[config.mk]
export PLATFORM = sky130hd
export DESIGN_NAME = alu_seq
export DESIGN_NICKNAME = d
export VERILOG_FILES = /design/src/rtl/alu_seq.sv
export SDC_FILE = /design/constraint.sdc
export NUM_CORES = 1
export LEC_CHECK = 0
export ABC_AREA = 1
export CORE_UTILIZATION = 35
export DETAILED_ROUTE_END_ITERATION = 12
export GPL_ROUTABILITY_DRIVEN = 0
export PLACE_DENSITY = 0.52
export SETUP_SLACK_MARGIN = 0.4
export SLEW_MARGIN = 0
export SYNTH_ARGS = -nofsm -noshare
export SYNTH_HDL_FRONTEND = slang
export SYNTH_SLANG_ARGS = --single-unit
[constraint.sdc]
create_clock -name clk -period 3.18 [get_ports clk]
set_input_delay 0.636 -clock clk [delete_from_list [all_inputs] [get_ports clk]]
set_output_delay 0.636 -clock clk [all_outputs]
set_load 0.05 [all_outputs]
[src/rtl/alu_seq.sv]
// Multi-accumulator 8-bit-class ALU with shared flags, 1-bit shifts/rotates and an
// iterative unsigned shift-add multiplier, driven by an exec/busy/done handshake.
module alu_seq #(
    parameter int WIDTH   = 8,
    parameter int NUM_ACC = 4,
    parameter int SEL_W   = $clog2(NUM_ACC)
) (
    input  logic             clk,
    input  logic             arst,
    input  logic             exec,
    input  logic [3:0]       op,
    input  logic [SEL_W-1:0] acc_sel,
    input  logic             oper2_sel,
    input  logic [WIDTH-1:0] IBR,
    input  logic [WIDTH-1:0] MBR,
    input  logic [SEL_W-1:0] acc_rd_sel,
    output logic [WIDTH-1:0] acc_rd,
    output logic [WIDTH-1:0] HI,
    output logic [3:0]       Flags,
    output logic             busy,
    output logic             done
);
    localparam logic [3:0] OP_ADD  = 4'd0,  OP_ADDC = 4'd1,  OP_SUB  = 4'd2,  OP_SUBC = 4'd3;
    localparam logic [3:0] OP_NOR  = 4'd4,  OP_NAND = 4'd5,  OP_XOR  = 4'd6,  OP_XNOR = 4'd7;
    localparam logic [3:0] OP_LOAD = 4'd8,  OP_SHL  = 4'd9,  OP_SHR  = 4'd10, OP_ASR  = 4'd11;
    localparam logic [3:0] OP_ROL  = 4'd12, OP_ROR  = 4'd13, OP_MUL  = 4'd14;
    localparam int CNT_W = $clog2(WIDTH);

    typedef enum logic {S_IDLE, S_MUL} state_t;
    state_t state_q, state_d;

    logic [WIDTH-1:0]   acc_q [NUM_ACC];
    logic [NUM_ACC-1:0] acc_wen;
    logic [WIDTH-1:0]   hi_q, hi_d, mcand_q, mcand_d;
    logic [3:0]         flags_q, flags_d;
    logic               done_q, done_d;
    logic [SEL_W-1:0]   dst_q, dst_d;
    logic [2*WIDTH-1:0] prod_q, prod_d;
    logic [CNT_W-1:0]   cnt_q, cnt_d;

    logic               accept, last_iter, acc_we, carry, ov;
    logic [SEL_W-1:0]   acc_wsel;
    logic [WIDTH-1:0]   acc_wdata, opa, opb, res;
    logic [WIDTH:0]     arith, mul_sum;
    logic [2*WIDTH-1:0] mul_next;

    assign accept    = exec && (state_q == S_IDLE);
    assign last_iter = (cnt_q == CNT_W'(WIDTH - 1));
    assign opa       = acc_q[acc_sel];
    assign opb       = oper2_sel ? MBR : IBR;

    // One shift-add step: the multiplier sits in the low half and is consumed LSB-first.
    assign mul_sum  = {1'b0, prod_q[2*WIDTH-1:WIDTH]} + (prod_q[0] ? {1'b0, mcand_q} : '0);
    assign mul_next = {mul_sum, prod_q[WIDTH-1:1]};

    always_ff @(posedge clk) begin
        if (arst) state_q <= S_IDLE;
        else      state_q <= state_d;
    end

    always_comb begin
        state_d = state_q;
        case (state_q)
            S_IDLE:  if (accept && op == OP_MUL) state_d = S_MUL;
            S_MUL:   if (last_iter) state_d = S_IDLE;
            default: state_d = S_IDLE;
        endcase
    end

    always_comb begin
        busy = (state_q == S_MUL);
    end

    always_comb begin
        hi_d      = hi_q;
        flags_d   = flags_q;
        done_d    = 1'b0;
        dst_d     = dst_q;
        mcand_d   = mcand_q;
        prod_d    = prod_q;
        cnt_d     = cnt_q;
        acc_we    = 1'b0;
        acc_wsel  = acc_sel;
        acc_wdata = '0;
        arith     = '0;
        res       = '0;
        carry     = flags_q[0];
        ov        = flags_q[1];
        if (state_q == S_MUL) begin
            prod_d = mul_next;
            cnt_d  = cnt_q + CNT_W'(1);
            if (last_iter) begin
                acc_we     = 1'b1;
                acc_wsel   = dst_q;
                acc_wdata  = mul_next[WIDTH-1:0];
                hi_d       = mul_next[2*WIDTH-1:WIDTH];
                flags_d[0] = |mul_next[2*WIDTH-1:WIDTH];
                flags_d[1] = |mul_next[2*WIDTH-1:WIDTH];
                flags_d[2] = (mul_next == '0);
                done_d     = 1'b1;
            end
        end else if (accept) begin
            done_d = (op != OP_MUL);
            acc_we = (op != OP_MUL) && (op != 4'd15);
            case (op)
                OP_ADD, OP_ADDC: begin
                    arith = {1'b0, opa} + {1'b0, opb}
                          + ((op == OP_ADDC) ? {{WIDTH{1'b0}}, flags_q[0]} : '0);
                    res   = arith[WIDTH-1:0];
                    carry = arith[WIDTH];
                    ov    = (opa[WIDTH-1] == opb[WIDTH-1]) && (res[WIDTH-1] != opa[WIDTH-1]);
                end
                OP_SUB, OP_SUBC: begin
                    arith = {1'b0, opa} - {1'b0, opb}
                          - ((op == OP_SUBC) ? {{WIDTH{1'b0}}, flags_q[0]} : '0);
                    res   = arith[WIDTH-1:0];
                    carry = arith[WIDTH];
                    ov    = (opa[WIDTH-1] != opb[WIDTH-1]) && (res[WIDTH-1] != opa[WIDTH-1]);
                end
                OP_NOR:  res = ~(opa | opb);
                OP_NAND: res = ~(opa & opb);
                OP_XOR:  res = opa ^ opb;
                OP_XNOR: res = ~(opa ^ opb);
                OP_LOAD: res = opb;
                OP_SHL:  begin res = {opa[WIDTH-2:0], 1'b0};         carry = opa[WIDTH-1]; end
                OP_SHR:  begin res = {1'b0, opa[WIDTH-1:1]};         carry = opa[0];       end
                OP_ASR:  begin res = {opa[WIDTH-1], opa[WIDTH-1:1]}; carry = opa[0];       end
                OP_ROL:  begin res = {opa[WIDTH-2:0], opa[WIDTH-1]}; carry = opa[WIDTH-1]; end
                OP_ROR:  begin res = {opa[0], opa[WIDTH-1:1]};       carry = opa[0];       end
                OP_MUL: begin
                    dst_d   = acc_sel;
                    mcand_d = opa;
                    prod_d  = {{WIDTH{1'b0}}, opb};
                    cnt_d   = '0;
                end
                default: ;
            endcase
            if (acc_we) begin
                acc_wdata = res;
                flags_d   = {res[WIDTH-1], (res == '0), ov, carry};
            end
        end
    end

    always_ff @(posedge clk) begin
        if (arst) begin
            hi_q    <= '0;
            flags_q <= '0;
            done_q  <= 1'b0;
            dst_q   <= '0;
            mcand_q <= '0;
            prod_q  <= '0;
            cnt_q   <= '0;
        end else begin
            hi_q    <= hi_d;
            flags_q <= flags_d;
            done_q  <= done_d;
            dst_q   <= dst_d;
            mcand_q <= mcand_d;
            prod_q  <= prod_d;
            cnt_q   <= cnt_d;
        end
    end

    genvar gi;
    generate
        for (gi = 0; gi < NUM_ACC; gi++) begin : g_wen
            assign acc_wen[gi] = acc_we && (acc_wsel == SEL_W'(gi));
        end
    endgenerate

    always_ff @(posedge clk) begin
        for (int i = 0; i < NUM_ACC; i++) begin
            if (arst)           acc_q[i] <= '0;
            else if (acc_wen[i]) acc_q[i] <= acc_wdata;
        end
    end

    assign acc_rd = acc_q[acc_rd_sel];
    assign HI     = hi_q;
    assign Flags  = flags_q;
    assign done   = done_q;

endmodule

**Yosys cells after proc, flatten, opt, wreduce, memory -nomap -nowiden**

Memories as Yosys holds them, arrays and structs flattened.
Cells that the tools add are included.

- Bitwise logic cells: 11
- Reduce and logical (&&, ||, !) cells: 30
- Add/subtract/negate cells: 6
- Eq/ne operators: 25
- Mux-type cells: 51

Operators with widths:

| kind | count |
|---|---|
| $mux 8 | 12 |
| $pmux 8 s12 | 1 |
| $mux 16 | 3 |
| $eq 4x4->1 const B | 7 |
| $not 8->8 | 3 |
| $mux 1 | 23 |
| $mux 3 | 7 |
| $add 8x8->9 | 2 |
| $eq 4x3->1 const B | 4 |
| $logic_not 16->1 | 1 |
| $add 9x1->9 | 1 |
| $logic_and 1x1->1 | 9 |
| $reduce_and 3->1 | 3 |
| $sub 8x8->9 | 1 |
| $sub 9x1->9 | 1 |
| $and 8x8->8 | 1 |
| $eq 4x2->1 const B | 2 |
| $logic_not 8->1 | 1 |
| $ne 4x4->1 const B | 2 |
| $or 8x8->8 | 1 |
| $reduce_and 4->1 | 2 |
| $reduce_or 8->1 | 1 |
| $xor 8x8->8 | 1 |
| $reduce_bool 2->1 | 3 |
| 20 further kinds | 31 |

- Logic and storage cells: 135
- Memories kept: 1
- Bits in registers: 43
- Memory bits (writable): 32
- Output and inout port bits: 22

Memory list:

| name | words | bits a word | read ports | clocked after Yosys merged registers in | write ports | RTL line | source |
|---|---|---|---|---|---|---|---|
| acc_q | 4 | 8 | 2 | 0 | 4 | 32 | `logic [WIDTH-1:0] acc_q [NUM_ACC];` |

**Depth between registers and ports, before layout**

- Depth after elaboration: 10
- Gate-level depth with buffers: 21

**Worst setup path after synthesis**

OpenSTA, ideal clock, no wires.

- Kind: input -> register
- From: input port acc_sel[0]
- To: memory acc_q[0][4], data pin
- Data required time: 2.920 ns
- Arrival time: 3.093 ns
- Library setup time: 0.260 ns
- Path slack: -0.173 ns
- Stages on the path: 17
- Cell sequence: buf_6 inv_4 buf_6 nand2_1 nand3_1 nand2_2 inv_1 fa_1 fa_1 or2_2 nand2_1 nand2_1 o21ai_0 nand2_1 nor2_1 o22a_1 nor2_1

RTL lines:

| element | RTL line | source |
|---|---|---|
| start, declared | 12 | `input logic [SEL_W-1:0] acc_sel,` |
| end, declared | 32 |  |

==> flow_summary.json <==
{
  "status": "complete, no violations",
  "irDropWorstVdd_mv": 0.3604,
  "drive_gt1_share_pct": 33.46,
  "avgSynthCellArea_um2": 6.849,
  "core_um2": 16060,
  "drcViolationCount": 0,
  "via_count": 6257,
  "synth_flop_cell": "dfxtp_1",
  "antenna_found_initial": 0,
  "critical_path_class": "input pin to flop",
  "placedCellCount": 1189,
  "grt_pass1_wl_um": 32230,
  "arrival_ns": 3.19,
  "n_fill_cell": 1508,
  "port_buffers": 49,
  "die_height_um": 130.8,
  "wire_per_inst_um": 16.66,
  "fmax_ghz": 0.3335,
  "synth_edf_count": 32,
  "synthCells": 848,
  "slowest_stage": "fa_2",
  "mostFrequentLayoutCells": "194 x nand2_1, 109 x buf_4, 78 x inv_1",
  "cts_max_level": 3,
  "period_minus_slack_ns": 2.999,
  "fin_area_um2": 8502,
  "gr-total-overflow": 0,
  "netlist_area_um2": 5808,
  "yosys.cell_types.count": 44,
  "clockRootBuffer": "clkbuf_16",
  "fin_nets": 1085,
  "cpPeakStageDelay_ns": 0.39,
  "ioPinCount": 50,
  "hold_viol_final": 0,
  "max-clock-path-buffers": 2,
  "use_met3_pct": 3.746,
  "start_kind": "input pin",
  "yosysSeqAreaShare_pct": 31.37,
  "ys_ff_latch": 75,
  "timing.final.crit_share_pct": 94.30,
  "crit_chain": "buf_6 > buf_8 > buf_6 > nand2_2 > nand3_2 > nand2_2 > inv_2 > fa_2 > fa_2 > or2_4 > nand2_2 > nand2_4 > a21oi_1 > o21ai_4 > nand2_1 > nor2_2 > o22a_1 > nor2_1",
  "track_usage_pct": 25.13,
  "ant_nets": 0,
  "dieArea_um2": 17110,
  "leakagePower_uw": 0.003783,
  "clock_skew_ns": 0.007073,
  "cts_tree": "done",
  "final_common_cell": "nand2_1",
  "final_cells": 1235,
  "p_per_area_nw_per_um2": 401.9,
  "drtIter0Drc": 507,
  "cp.required_ns": 3.37,
  "initial_core_util_pct": 36.17,
  "cts_inserted_buffers": 9,
  "syn_to_final_growth_pct": 46.38,
  "fin_setup_tns_ns": 0,
  "tightest_slew_ns": 0.4998,
  "finalSetupViolCount": 0,
  "grt_use_met2_pct": 41.24,
  "rsz0062_at_grt": "true",
  "cts_num_sinks": 75,
  "dr.pass1.iters": 5,
  "insertion_delay_ns": 0.34,
  "use_met1_pct": 34.62,
  "finalMaxSlewViolations": 0,
  "ys_async_sr_fraction_pct": 0,
  "grt_start_max_net_pins": 27,
  "grt_pass1_vias": 5924,
  "endpoint_kind": "flop",
  "wirelength_um": 20580,
  "cap_viol_max_count": 0,
  "hold_path.class": "flop to flop",
  "post-dp-hpwl_um": 15520,
  "postCtsHoldBufs": 0,
  "fin_util_pct": 52.95,
  "vias_per_cell": 5.066,
  "grt-busiest-layer": "met2",
  "path_common_cell": "nand2_2",
  "synth_nets": 919,
  "yosysWarnings": 0,
  "place_area_um2": 7333,
  "die_w_um": 130.8,
  "crit_fanout": 5,
  "relSlewSlack_pct": 66.58,
  "antenna_cells": 0,
  "rows": 46,
  "path_clk_slew_ns": 0.06
}
## sequential cells by signal, summed over array words and instances (netlist names)
register	cells
mcand_q	8
dst_q	2
done	1
HI	8
busy	1
acc_q	32
cnt_q	3
Flags	4
prod_q	16
## layout make-up
cell class | instances | area [µm²] | area share, %
well taps | 216 | 270.3 | 3.179
repair inverters | 2 | 16.27 | 0.1913
inverters | 105 | 415.4 | 4.886
repair buffers | 177 | 1593 | 18.73
clock inverters | 7 | 76.32 | 0.8977
clock buffers | 9 | 225.2 | 2.649
flip-flops and latches | 75 | 1822 | 21.43
multi-input cells | 644 | 4084 | 48.04
## repair_timing
item	4_1_cts	5_1_grt
hold endpoints to repair	0	0
setup buffers	20	8
setup endpoints to repair	36	35
gates resized for setup	105	79
cloned	1	1
pin swaps	49	41
## routing by layer
layer | vias up | share of wire [%]
met4 | 0 | 1.5
met1 | 2912 | 47
met5 | - | 0
met2 | 189 | 47
met3 | 24 | 4.9
li1 | 3132 | -
## report_power, final
group	switching [µW]	internal [µW]	total, µW
logic	734	587	1320
registers	26.9	1040	1060
clock network	419	612	1030
## synth_stat cells (4+ instances only)
master	count	area, µm²
a21oi_1	61	305.3
edfxtp_1	32	960.9
nand2_2	16	100.1
nand3_1	58	290.3
nand4_1	19	118.9
xor2_1	4	35.03
inv_1	88	330.3
nand3_2	5	50.05
buf_6	6	67.56
nor2_2	11	68.82
o21a_1	4	30.03
nor2_1	82	307.8
ha_1	38	475.5
fa_1	5	100.1
or2_2	11	68.82
o21ai_0	53	265.3
nand2_1	222	833.3
clkbuf_1	8	30.03
dfxtp_1	43	860.8
nor3_1	6	30.03
o22ai_1	8	50.05
inv_2	15	56.30
o22a_1	4	35.03
a31oi_1	8	50.05
o21ai_1	7	35.03
buf_2	5	25.02
## final timing paths
| check | from | end | slack [ns] | cells after the start |
|---|---|---|---|---|
| setup / recovery | acc_sel[0] | acc_q[3][4]$_SDFFCE_PN0P_ | 0.18 | 18 |
| hold / removal | cnt_q[0]$_SDFFE_PP0P_ | cnt_q[0]$_SDFFE_PP0P_ | 0.46 | 1 |
| setup reg to reg | acc_q[3][0]$_SDFFCE_PN0P_ | acc_q[3][4]$_SDFFCE_PN0P_ | 0.33 | 15 |
| hold reg to reg | cnt_q[0]$_SDFFE_PP0P_ | cnt_q[0]$_SDFFE_PP0P_ | 0.46 | 1 |
## cells by family (layout without fill, tap and decap cells)
kind of cell	after synthesis	in the layout	share of synthesized area [%]
fa+ha+maj	43	43	9.910
simple gates	441	441	33.82
xor+xnor	5	5	0.7540
buf+inv	129	300	9.435
compound gates	155	155	14.71
flops	75	75	31.37
## through the flow
stage	setup slack, ns	hold WS [ns]	power [µW]
2_1_floorplan	0.1519	0.4330	1649
3_3_place_gp	-0.6514	0.4574	2102
3_5_place_dp	-0.6671	0.4582	2095
4_1_cts	0.1744	0.4670	3275
5_1_grt	0.06103	0.4836	3571
6_report	0.1814	0.4627	3417
## critical path: cells and delay by family
family / cells / cell delay [ns]
simple gates: 9 / 0.85
fa+ha+maj: 2 / 0.75
compound gates: 3 / 0.55
buf+inv: 4 / 0.40
No activity file was read; power rests on OpenSTA's default activity.
==> edit 1, RTL diff (same flow settings) <==
Register the input `op` before use, without a reset. The logic sees it one clock later. The other inputs are not delayed to match.
--- a/src/rtl/alu_seq.sv
+++ b/src/rtl/alu_seq.sv
@@ -28,4 +28,11 @@
 
     typedef enum logic {S_IDLE, S_MUL} state_t;
+
+    logic [3:0] op_q;
+
+    always_ff @(posedge clk) begin
+        op_q <= op;
+    end
+
     state_t state_q, state_d;
 
@@ -62,5 +69,5 @@
         state_d = state_q;
         case (state_q)
-            S_IDLE:  if (accept && op == OP_MUL) state_d = S_MUL;
+            S_IDLE:  if (accept && op_q == OP_MUL) state_d = S_MUL;
             S_MUL:   if (last_iter) state_d = S_IDLE;
             default: state_d = S_IDLE;
@@ -101,10 +108,10 @@
             end
         end else if (accept) begin
-            done_d = (op != OP_MUL);
-            acc_we = (op != OP_MUL) && (op != 4'd15);
-            case (op)
+            done_d = (op_q != OP_MUL);
+            acc_we = (op_q != OP_MUL) && (op_q != 4'd15);
+            case (op_q)
                 OP_ADD, OP_ADDC: begin
                     arith = {1'b0, opa} + {1'b0, opb}
-                          + ((op == OP_ADDC) ? {{WIDTH{1'b0}}, flags_q[0]} : '0);
+                          + ((op_q == OP_ADDC) ? {{WIDTH{1'b0}}, flags_q[0]} : '0);
                     res   = arith[WIDTH-1:0];
                     carry = arith[WIDTH];
@@ -113,5 +120,5 @@
                 OP_SUB, OP_SUBC: begin
                     arith = {1'b0, opa} - {1'b0, opb}
-                          - ((op == OP_SUBC) ? {{WIDTH{1'b0}}, flags_q[0]} : '0);
+                          - ((op_q == OP_SUBC) ? {{WIDTH{1'b0}}, flags_q[0]} : '0);
                     res   = arith[WIDTH-1:0];
                     carry = arith[WIDTH];
Function: changed (a bounded check fails within 4 cycles, from zero or initial values and one cycle with arst high).
==> edit 1 against the original RTL <==
  * Global-route usage up 0.16 points
  * Cell area down 1.2%
  * Fmax up 6.6%
  * Highest routed layer unchanged
  * Register-to-register slack better by 100 ps
  * Sequential cell count up 4
  * Routed wire length down 0.49%
  * Critical endpoint is now Flags[0]
  * Setup slack better by 180 ps
  * Largest cell class unchanged
  * Area after synthesis up 0.34%
  * Total power down 0.71%
==> edit 1: results (changes against the original RTL) <==
* Status: finished clean (unchanged)
* Worst skew pair latency at 350 ps
* Met2 track utilization from global routing at 41.4% (was 41.2%)
* Seq/Total Area, Yosys at 32.6% (was 31.4%)
* M1 GR Usage at 33.8% (was 34.6%)
* Gr usage total at 25.3% (was 25.1%)
* Hold Path End: HI[6] (was cnt_q[0])
* Number of synthesized flops with an enable pin at 32 (unchanged)
* Fmax at 0.355 GHz (was 0.333 GHz)
* R2R Path End: Flags[0] (was acc_q[3][4])
* Worst vdd ir at 0.353 mV (was 0.360 mV)
* Area contributors post-synth: edfxtp_1, dfxtp_1, nand2_1, ha_1, inv_1 (unchanged)
* CTS max path bufs at 2 (unchanged)
* Fin nets at 1076 (was 1085)
* Largest registers: acc_q (32), prod_q (16) (unchanged)
* Flop2flop setup slack at 430 ps (was 330 ps)
* CP max FO at 6 (was 5)
* Yosys cell types at 47 (was 44)
* Power per cell area at 404 nW/µm² (was 402 nW/µm²)
* Least-Margin Pin Slew at 839 ps (was 500 ps)
* Worst Setup End Kind: register (unchanged)
* Clk pwr at 0.956 mW (was 1.03 mW)
* Comb power frac at 38.8% (was 38.7%)
* DRT met1 WL at 9.45 mm (was 9.69 mm)
* Number of global-route vias before repair at 5992 (was 5924)
* Synth cell count leaders: nand2_1, inv_1, nor2_1 (unchanged)
* Adder-cell share of the synthesized area at 9.88% (was 9.91%)
* Hold Crit Start: HI[6] (was cnt_q[0])
* Post-synthesis compound-gate area fraction at 15.3% (was 14.7%)
* Mux share of post-synthesis cell area at 0% (unchanged)
* DP Worst Slack at -613 ps (was -667 ps)
* Root buf cell: clkbuf_16 (unchanged)
* Worst Path Arrival at 3090 ps (was 3190 ps)
* Worst Skew at 6.71 ps (was 7.07 ps)
* Hpwl dp at 15.8 mm (was 15.5 mm)
* Initial DRC count at 531 (was 507)
* Main synth FF type: dfxtp_1 (unchanged)
* Routed wire length at 20.5 mm (was 20.6 mm)
* Crit. Startpoint: acc_sel[0] (unchanged)
* Grt met3 use at 4.23% (was 3.75%)
* FF-to-FF Start: op_q[0] (was acc_q[3][0])
* Largest net degree at the start of global routing at 28 (was 27)
* Initial antenna violation count at 0 (unchanged)
* Reg2Reg Depth at 16 (was 15)
* # DRC at 0 (unchanged)
* Hold-critical path depth at 2 (was 1)
* Port bufs at 49 (unchanged)
* Warnings from Yosys at 0 (unchanged)
* Synth Area in XOR/XNOR at 0.902% (was 0.754%)
* Fill count at 1594 (was 1508)
* Leakage at 3.77 nW (was 3.78 nW)
* Fraction of registers with async set/reset at 0% (unchanged)
* Met3 Wirelength at 1.07 mm (was 1.00 mm)
* Fraction of layout cells with a size suffix above 1 at 30.1% (was 33.5%)
* First-pass GRT wire length at 32.2 mm (about the same)
* WL met2 at 9.47 mm (was 9.58 mm)
* Post-Syn Nets at 929 (was 919)
* Switching power at 1.19 mW (was 1.18 mW)
* Total number of vias at 6263 (was 6257)
==> edit 1: changes by cell type after synthesis, moves of 4 or more <==
cell      unedited run  this run
nor2_1              82        96
nor2_2              11         3
and2_1               0         4
nand3_1             58        75
dfxtp_1             43        47
inv_1               88       105
inv_2               15         7
nand4_1             19        13
clkbuf_1             8        12
o21ai_0             53        49
nand3_2              5         0
nand2_2             16         3
==> edit 1: metrics by stage <==
| step | total power, mW | hold slack [ps] | area (µm²) | instances |
|---|---|---|---|---|
| 2_1_floorplan | 1.73 | 433 | 5990 | 858 |
| 3_3_place_gp | 2.19 | 456 | 7370 | 1187 |
| 3_5_place_dp | 2.18 | 454 | 7370 | 1187 |
| 4_1_cts | 3.27 | 467 | 7980 | 1212 |
| 5_1_grt | 3.58 | 483 | 8400 | 1226 |
| 6_report | 3.39 | 463 | 8400 | 1226 |
==> edit 1: kinds of logic (layout without fill, tap and decap cells) <==
group	Yosys count	in the layout
fa+ha+maj	43	43
simple gates	439	439
compound gates	157	157
xor+xnor	6	6
buf+inv	134	286
flops	79	79
==> edit 1: worst max-delay path, cell delays in order <==
cell	delay, ps
buf_6	100
buf_12	130
clkinv_8	60
nand2_2	50
nand3_2	50
and2_4	180
inv_4	40
fa_2	350
fa_2	390
inv_2	70
nand4_1	160
a21oi_2	210
buf_4	140
buf_4	100
o21ai_2	40
nand2_1	50
nand2_1	60
nand2_2	90
a21oi_2	50
a21oi_1	150
==> edit 1: cell type report <==
cell class	count	area share (%)
Timing Repair Buffer	157	17.2
Clock buffer	9	2.68
Clock inverter	7	0.581
Multi-Input combinational cell	645	48.1
Inverter	113	5.45
Tap cell	216	3.22
Sequential cell	79	22.7
==> edit 1: timing repair <==
item,4_1_cts,5_1_grt
gates resized for setup,87,93
pin swaps,47,73
setup buffers,9,14
setup endpoints to repair,36,40
==> edit 2, RTL diff (config.mk and constraints unchanged) <==
Made on the original files. The parameter `NUM_ACC` goes from 4 to 8.
--- a/src/rtl/alu_seq.sv
+++ b/src/rtl/alu_seq.sv
@@ -3,5 +3,5 @@
 module alu_seq #(
     parameter int WIDTH   = 8,
-    parameter int NUM_ACC = 4,
+    parameter int NUM_ACC = 8,
     parameter int SEL_W   = $clog2(NUM_ACC)
 ) (
Interface: changed (resized acc_rd_sel and acc_sel); port bits go from 50 to 52. The function was not compared with the original's and may differ.
==> edit 2 against the original RTL <==
  * Clock skew grew 5.1 ps
  * Cell area grew 27%
  * First-iteration DRC count grew 9.5%
  * Area after synthesis grew 30%
  * Sequential cell count grew 33
  * Total power grew 26%
  * Routed wire length grew 33%
  * Core utilization shrank 1.6 points
  * Setup slack lost 120 ps
  * Die area grew 30%
  * Sequential power grew 46%
==> edit 2: results (changes against the original RTL) <==
* Met2 track utilization from global routing at 41.4% (was 41.2%)
* Row count at 53 (was 46)
* Seq/Total Area, Yosys at 37.1% (was 31.4%)
* Fraction of layout cells with a size suffix above 1 at 27.7% (was 33.5%)
* Initial DRC count at 555 (was 507)
* DP Area at 9450 µm² (was 7330 µm²)
* Yosys cell types at 43 (was 44)
* Largest registers: acc_q (64), prod_q (16) (was acc_q (32), prod_q (16))
* Grt met3 use at 4.62% (was 3.75%)
* Status: finished clean (unchanged)
* Inverters at 134 (was 107)
* Post-cts sizing count at 119 (was 105)
* Number of global-route vias before repair at 7657 (was 5924)
* Power per cell area at 398 nW/µm² (was 402 nW/µm²)
* Multi-input logic area at 4840 µm² (was 4080 µm²)
* Synthesis-to-layout area growth at 43.1% (was 46.4%)
* Worst vdd ir at 0.341 mV (was 0.360 mV)
* DP Worst Slack at -1000 ps (was -667 ps)
* Worst Skew at 12.2 ps (was 7.07 ps)
* Gr usage total at 25.3% (was 25.1%)
* Post-Syn Nets at 1152 (was 919)
* Fin nets at 1343 (was 1085)
* Flop2flop setup slack at 80 ps (was 330 ps)
* Number of sequential cells at 108 (was 75)
* FF-to-FF Start: acc_q[6][0] (was acc_q[3][0])
* Relative slew slack at 59.9% (was 66.6%)
* Cell count after synthesis at 1079 (was 848)
==> edit 2: cell count changes in the layout (fill, tap and decap cells not counted), moves of 8 or more <==
cell      before  now
nand2_4       14    5
nand3_1       45   68
nor2_2        19   11
buf_4        109  141
a21oi_1       41   71
nor2_1        65  117
nand2_1      194  237
o21ai_0       45   71
nand2_2       32   16
inv_2         21   12
nand4_1       19   11
inv_1         78  116
edfxtp_1      32   64
==> edit 2: power by group through the flow <==
stage	registers (mW)	clock network, mW	logic (mW)
finish	1.55	1.16	1.59
global route	1.56	1.23	1.71
CTS	1.55	1.18	1.45
detailed placement	1.58	0	1.26
global placement	1.58	0	1.27
floorplan	1.59	0	0.662
==> edit 2: kinds of logic (layout without fill, tap and decap cells) <==
family | after synthesis | after routing | synth area share (%)
simple gates | 523 | 524 | 28.7
compound gates | 227 | 227 | 16.8
buf+inv | 173 | 368 | 9.29
flops | 108 | 108 | 37.1
fa+ha+maj | 43 | 43 | 7.62
xor+xnor | 5 | 5 | 0.580
